<file path="src/rtl/preg_freelist.sv">
// preg_freelist: circular free list of physical register ids for rename.
// Head supplies the next id to allocate, tail receives ids released at
// commit; count tracks how many ids are currently free.
// Optional feature macro: FREELIST_CHECK_EN adds a busy bitmap that
// detects and drops double frees.

package C;
    localparam int PREG_ID_BITS = 4;
    localparam int PRFSIZE      = 2 ** PREG_ID_BITS;
    typedef logic [PREG_ID_BITS-1:0] preg_id_t;
endpackage

module preg_freelist #(
    parameter int PRF_SIZE  = C::PRFSIZE,
    parameter int PREG_BITS = C::PREG_ID_BITS
) (
    input  logic                 clk_i,
    input  logic                 rst_i,
    input  logic                 alloc_req_i,
    output logic                 alloc_ready_o,
    output C::preg_id_t          alloc_preg_o,
    input  logic                 free_valid_i,
    input  logic [PREG_BITS-1:0] free_preg_i,
    input  logic                 flush_i,
    output logic [PREG_BITS:0]   free_count_o,
    output logic                 error_o
);

    localparam logic [PREG_BITS:0] FULL_COUNT = (PREG_BITS+1)'(PRF_SIZE);

    // Queue entries, one register per slot so each can reload its own index
    logic [PREG_BITS-1:0] storage [PRF_SIZE];

    logic [PREG_BITS-1:0] head_q, head_d;
    logic [PREG_BITS-1:0] tail_q, tail_d;
    logic [PREG_BITS:0]   count_q, count_d;
    logic                 error_q, error_d;

    logic grant;
    logic full;
    logic free_legal;
    logic free_accept;
    logic free_error;

    // Handshake outputs come purely from registered state: a free issued
    // this cycle is never visible at the allocation port until next cycle.
    assign alloc_ready_o = (count_q != '0);
    assign alloc_preg_o  = storage[head_q];
    assign free_count_o  = count_q;
    assign error_o       = error_q;

    assign grant = alloc_req_i && (count_q != '0);
    assign full  = (count_q == FULL_COUNT);

`ifdef FREELIST_CHECK_EN
    // Bit set means the preg is currently handed out to the pipeline
    logic [PRF_SIZE-1:0] busy_q, busy_d;

    assign free_legal = busy_q[free_preg_i];

    // Track outstanding ids; flush returns every id to the free state
    always_comb begin
        busy_d = busy_q;
        if (flush_i) begin
            busy_d = '0;
        end else begin
            if (grant) begin
                busy_d[alloc_preg_o] = 1'b1;
            end
            if (free_accept) begin
                busy_d[free_preg_i] = 1'b0;
            end
        end
    end

    // Busy bitmap register
    always_ff @(posedge clk_i) begin
        if (rst_i) begin
            busy_q <= '0;
        end else begin
            busy_q <= busy_d;
        end
    end
`else
    assign free_legal = 1'b1;
`endif

    // A free is enqueued only when there is room and (if checked) the id
    // is really outstanding; anything else is a protocol violation.
    assign free_accept = free_valid_i && !full && free_legal;
    assign free_error  = free_valid_i && (full || !free_legal);

    // Pointer, count and sticky-error next state; flush wins over traffic
    always_comb begin
        head_d  = head_q;
        tail_d  = tail_q;
        count_d = count_q;
        error_d = error_q;
        if (flush_i) begin
            head_d  = '0;
            tail_d  = '0;
            count_d = FULL_COUNT;
        end else begin
            if (grant) begin
                head_d = head_q + 1'b1;
            end
            if (free_accept) begin
                tail_d = tail_q + 1'b1;
            end
            case ({grant, free_accept})
                2'b10:   count_d = count_q - 1'b1;
                2'b01:   count_d = count_q + 1'b1;
                default: count_d = count_q;
            endcase
            error_d = error_q | free_error;
        end
    end

    // Control state registers
    always_ff @(posedge clk_i) begin
        if (rst_i) begin
            head_q  <= '0;
            tail_q  <= '0;
            count_q <= FULL_COUNT;
            error_q <= 1'b0;
        end else begin
            head_q  <= head_d;
            tail_q  <= tail_d;
            count_q <= count_d;
            error_q <= error_d;
        end
    end

    generate
        for (genvar gi = 0; gi < PRF_SIZE; gi++) begin : g_slot
            logic [PREG_BITS-1:0] entry_q;

            // Slot reloads its own index on reset/flush, else captures frees at tail
            always_ff @(posedge clk_i) begin
                if (rst_i || flush_i) begin
                    entry_q <= PREG_BITS'(gi);
                end else if (free_accept && (tail_q == PREG_BITS'(gi))) begin
                    entry_q <= free_preg_i;
                end
            end

            assign storage[gi] = entry_q;
        end
    endgenerate

endmodule

</file>
<file path="config.mk">
export PLATFORM = sky130hd
export DESIGN_NAME = preg_freelist
export DESIGN_NICKNAME = d
export VERILOG_FILES = /design/src/rtl/preg_freelist.sv
export SDC_FILE = /design/constraint.sdc
export NUM_CORES = 1
export LEC_CHECK = 0
export CAP_MARGIN = 20
export CORE_ASPECT_RATIO = 1.75
export CORE_UTILIZATION = 55
export DETAILED_ROUTE_END_ITERATION = 10
export MAX_ROUTING_LAYER = met4
export PLACE_DENSITY = 0.85
export SLEW_MARGIN = 40
export SYNTH_ARGS = -nofsm -noshare
export SYNTH_HDL_FRONTEND = slang
export SYNTH_SLANG_ARGS = --single-unit
</file>
<file path="constraint.sdc">
create_clock -name clk_i -period 3.05 [get_ports clk_i]
set_clock_uncertainty 0.1 [all_clocks]
set_input_delay 0.305 -clock clk_i [delete_from_list [all_inputs] [get_ports clk_i]]
set_output_delay 0.305 -clock clk_i [all_outputs]
set_load 0.005 [all_outputs]
</file>
After elaboration in Yosys (flattened, before gate mapping)
Index checks and enable logic that the tools add are counted.
{"block": "word_totals", "reg_bits": 78, "out_inout_bits": 11}
{"block": "classes", "n_addsub": 4, "order_cmp": 1, "eq_ne": 18, "muxes": 4, "n_bitwise": 2, "n_reduce_logical": 25}
{"op": "4-bit == test (second input constant)", "count": 8}
{"op": "1-bit logical AND", "count": 19}
{"op": "4-bit binary-select mux with 4-bit select", "count": 1}
{"op": "4-bit by 3-bit == test with 1-bit output (second input constant)", "count": 4}
{"op": "5-bit one-hot mux with 2 select lines", "count": 1}
{"op": "4-bit by 1-bit adder with 4-bit output (second input constant)", "count": 2}
{"op": "4-bit by 2-bit == test with 1-bit output (second input constant)", "count": 2}
{"op": "4-bit 2-to-1 mux", "count": 2}
{"op": "5-bit by 1-bit adder with 5-bit output (second input constant)", "count": 1}
{"op": "5-bit == test (second input constant)", "count": 1}
{"op": "5-bit >= comparator (second input constant)", "count": 1}
{"op": "4-bit NOT with 5-bit output", "count": 1}
{"op": "5-bit nonzero test", "count": 1}
{"op": "5-bit by 1-bit subtractor with 5-bit output (second input constant)", "count": 1}
{"op": "4-bit by 1-bit == test with 1-bit output (second input constant)", "count": 1}
{"op": "4-bit zero test", "count": 1}
{"op": "2-bit by 1-bit == test with 1-bit output (second input constant)", "count": 1}
{"op": "2-bit == test (second input constant)", "count": 1}
{"op": "2-bit nonzero test", "count": 1}
{"op": "2-bit OR reduction", "count": 1}
{"op": "1-bit zero test", "count": 1}
{"op": "1-bit logical OR", "count": 1}
{"op": "1-bit bitwise OR", "count": 1}

Depth between registers and ports, before layout
{"block": "depth", "ltp_word": 5, "depth_mapped": 10}

Least setup slack after synthesis
No wires, ideal clock.
{"block": "synth_timing", "path_type": "register -> register", "start": "register count_q[0] (netlist: free_count_o[0])", "end": "register count_q[3] (netlist: free_count_o[3])", "arrival_time_ns": 2.440, "required_time_ns": 2.828, "path_slack_ns": 0.388, "path_stages_with_launch": 11, "period_less_slack_ns": 2.662, "cell_sequence": "dfxtp_1 > nor4_2 > buf_6 > a21boi_0 > ha_1 > inv_1 > ha_1 > a21o_1 > a21oi_1 > nor4_1 > a311o_1"}
{"block": "synth_via", "elab_chain_cells": 5}
{"item": "start: declaration", "line_no": "36", "text": "logic [PREG_BITS:0] count_q, count_d;"}
{"item": "start signal: assignment", "line_no": "129", "text": "count_q <= count_d;"}
{"item": "5-bit == test *", "line_no": "53", "text": "assign full = (count_q == FULL_COUNT);"}
{"item": "1-bit zero test *", "line_no": "90", "text": "assign free_accept = free_valid_i && !full && free_legal;"}
{"item": "1-bit logical AND *", "line_no": "90"}
{"item": "named net free_accept", "line_no": "42", "text": "logic free_accept;"}
{"item": "2-bit by 1-bit == test with 1-bit output or 2-bit == test (tied branches)", "line_no": "110", "text": "case ({grant, free_accept})"}
{"item": "5-bit one-hot mux with 2 select lines or 2-bit nonzero test (tied branches)"}
The timed path passes the listed nets; every way through them passes the cells marked *.
A chain may end at the register's enable or synchronous reset.

Final worst setup path
{"block": "layout_timing", "start": "register count_q[1] (netlist: free_count_o[1])", "end": "register count_q[4] (netlist: free_count_o[4])"}
{"block": "layout_via", "elab_chain_cells": 5}
{"item": "5-bit == test", "line_no": "53"}
{"item": "1-bit zero test", "line_no": "90"}
{"item": "1-bit logical AND", "line_no": "90"}
{"item": "2-bit by 1-bit == test with 1-bit output or 2-bit == test (tied branches)", "line_no": "110"}
{"item": "5-bit one-hot mux with 2 select lines or 2-bit nonzero test (tied branches)"}
Several ways; a longest one is shown, not always the timed one.

==> metrics.md <==
| Metric | Value |
|---|---|
| Min Clock Period, post-route | `2.86 ns` |
| Arr. time, crit path | `2.96 ns` |
| PortBufs | `19` |
| N_diodes | `0` |
| First-pass GRT wire length | `14200 um` |
| H-Tree Depth | `3` |
| Reg2reg start | `free_count_o[1]` |
| Min-delay src | `g_slot[6].entry_q[2]` |
| CP bufs+invs | `1` |
| Grt total ovfl | `0` |
| Worst-margin pin slew | `0.795 ns` |
| CP Max Fanout | `6` |
| Final Hold Fails | `0` |
| Top FF cell, synth | `dfxtp_1` |
| Routed length on met2 | `4760 um` |
| Clock Tree Buf Depth | `2` |
| Pwr per Cell Area | `697 nW/um^2` |
| Worst path required time | `3.15 ns` |
| Via count | `2745` |
| Worst setup margin | `0.193 ns` |
| Vert. Die Dim | `114 um` |
| Overall routing resource usage | `26.6%` |
| HPWL Detailed | `6080 um` |
| Num Clock Sinks | `78` |
| Area leader, netlist | `dfxtp_1` |
| Setup TNS | `0 ns` |
| Total I/O pin count | `20` |
| Worst Hold Class | `reg2reg` |
| Most frequent cell after synthesis | `dfxtp_1` |
| Residual DRC | `0` |
| Share of post-route cells with drive strength above 1 | `19.0%` |
| Post-CTS sizing | `0` |
| Rows | `40` |
| Max Fclk | `350 MHz` |
| Area delta synth->final | `16.3%` |
| Tcrit/Tclk final | `93.7%` |
| Largest net degree at the start of global routing | `25` |
| Most frequent CP cell | `ha_1` |
| Worst-path clk slew | `0.06 ns` |
| Flops & latches, synth | `78` |
| Number of buffers added for setup after CTS | `0` |
| Family with the most delay on the worst path | `simple AND/OR/NAND/NOR gates` |
| Initial Util | `57.6%` |
| DR WL met3 | `334 um` |
| Die W | `66.3 um` |
| Via density per instance | `5.99` |
| RSZ-0062 raised after global routing | `false` |
| Syn_area_per_cell | `11.4 sq um` |
| Syn nets | `369` |
| # hold bufs at CTS | `0` |
| Post-synth EDFFs | `0` |
| CP startpoint | `free_count_o[1]` |
| Top routing layer used | `met4` |
| Initial antenna violation count | `0` |
| Initial detailed-routing violation count | `201` |
| TritonCTS clock tree | `yes` |
| Pre-CTS setup slack | `0.219 ns` |
| CP Cell Sequence | `or4_1 -> o21ai_2 -> ha_1 -> inv_1 -> ha_1 -> nand3_1 -> a211oi_1 -> nor3_1 -> nand3b_1` |
| Critical path's largest stage delay | `0.61 ns` |
| Cts bufs inserted | `9` |
| Worst setup SP type | `register` |
| Leakage | `0.00146 uW` |
| Root buffer cell | `clkbuf_16` |
| Warnings, synthesis | `0` |
| Asr flop ratio synth | `0%` |
| Detailed Route WL | `8770 um` |
| Core outline area | `6910 sq um` |
| MaxCap Viol Count | `0` |
| Unique cell type count in the Yosys netlist | `39` |
| Final setup fails | `0` |
| Status | `finished clean` |
| Placer Congestion | `0.820` |
| Critical-path top delay cell | `or4_1` |
| Synth cell count leaders | `dfxtp_1, mux2i_1, nor2_1` |
| Pre-Repair DR Iteration Count | `4` |
| Worst skew pair latency | `0.35 ns` |
| Die area | `7590 sq um` |
| Synth top area share | `39.3%` |
| Largest cells by area after synthesis | `dfxtp_1, mux2i_1, a2111oi_4, mux4_2, nor2_1` |
| Filler cell count | `497` |
| Number of global-route vias before repair | `2834` |
| WL/cell | `19.2 um` |
| Max VDD drop | `0.512 mV` |
| Cell count after synthesis | `350` |
| Nets | `388` |
| Final antenna-violating net count | `0` |
| Post-synthesis sequential area ratio | `39.3%` |
| Post-Syn Area | `3980 sq um` |
| Crit. End Element | `register` |
| M1 WL | `3420 um` |
| Final Slew Violations | `0` |
| Setup CP Type | `reg2reg` |
| Slew headroom | `46.9%` |
[metal layers]
layer	track usage (%)	vias up
met3	5.48	20
met5	-	-
met4	13.8	0
met1	27.7	1362
li1	-	1295
met2	45.9	68
[stage by stage]
stage               instances  hold WS [ns]  area (sq um)  util [%]  power (uW)
detailed placement        442         0.357          4270      61.8        1980
finish                    458         0.371          4630      67.0        3230
CTS                       458         0.372          4630      67.0        3240
global route              458         0.396          4630      67.0        3350
global placement          442         0.347          4270      61.8        1940
floorplan                 350         0.277          3980         -        1770
[flip-flops by register name, summed over array words and instances, names as in the netlist]
| signal | flops |
|---|---|
| tail_q | 4 |
| error_o | 1 |
| g_slot.entry_q | 64 |
| free_count_o | 5 |
| head_q | 4 |
[cells in the final DEF, fill, tap and decap left out, types with 3 or more instances in the layout]
| master | Yosys | final |
|---|---|---|
| xor2_1 | 3 | 3 |
| buf_4 | 1 | 11 |
| ha_1 | 9 | 9 |
| dfxtp_1 | 78 | 77 |
| nand2_2 | 4 | 4 |
| mux2i_1 | 67 | 67 |
| a2111oi_4 | 16 | 16 |
| bufinv_16 | 0 | 3 |
| o211ai_1 | 3 | 3 |
| a22oi_1 | 8 | 8 |
| clkdlybuf4s50_1 | 0 | 19 |
| inv_1 | 5 | 5 |
| nor2_1 | 47 | 46 |
| a21oi_1 | 4 | 4 |
| nand2_1 | 38 | 38 |
| mux4_2 | 16 | 16 |
| clkbuf_16 | 0 | 9 |
| xnor2_1 | 4 | 4 |
[power by group]
part	internal, uW	switching (uW)
clock network	844	430
registers	1060	43.9
logic	334	519
total	2230	992
[kinds of logic (layout without fill, tap and decap cells)]
logic type | Yosys count | count (layout) | share of synthesized area (%)
AO/OA/AOI/OAI | 38 | 38 | 15.0
XOR/XNOR | 7 | 7 | 1.54
adder cells (fa/ha/maj) | 10 | 10 | 3.33
buffers and inverters | 30 | 54 | 3.65
flip-flops | 78 | 78 | 39.3
multiplexers | 83 | 83 | 25.9
AND/OR/NAND/NOR | 104 | 104 | 11.3
[tightest hold or removal path, cell delays in order (launching register included)]
cell	delay, ns
dfxtp_1	0.32
mux2i_1	0.06
nand2_1	0.06
[path summary, 6_finish.rpt]
check | end | slack (ns) | cells past startpoint
worst max-delay path | free_count_o[4] | 0.19 | 9
worst min-delay path | g_slot[6].entry_q[2] | 0.37 | 2
worst max register to register | free_count_o[4] | 0.19 | 9
worst min register to register | g_slot[6].entry_q[2] | 0.37 | 2
[final cells by class]
class | instances | area (sq um) | area share (%)
Multi-Input combinational cell | 242 | 2280 | 49.3
Inverter | 7 | 26.3 | 0.568
Sequential cell | 78 | 1560 | 33.8
Tap cell | 84 | 105 | 2.27
Timing Repair Buffer | 31 | 293 | 6.33
Clock buffer | 11 | 253 | 5.46
Clock inverter | 5 | 105 | 2.27
(Power assumes the default switching activity.)
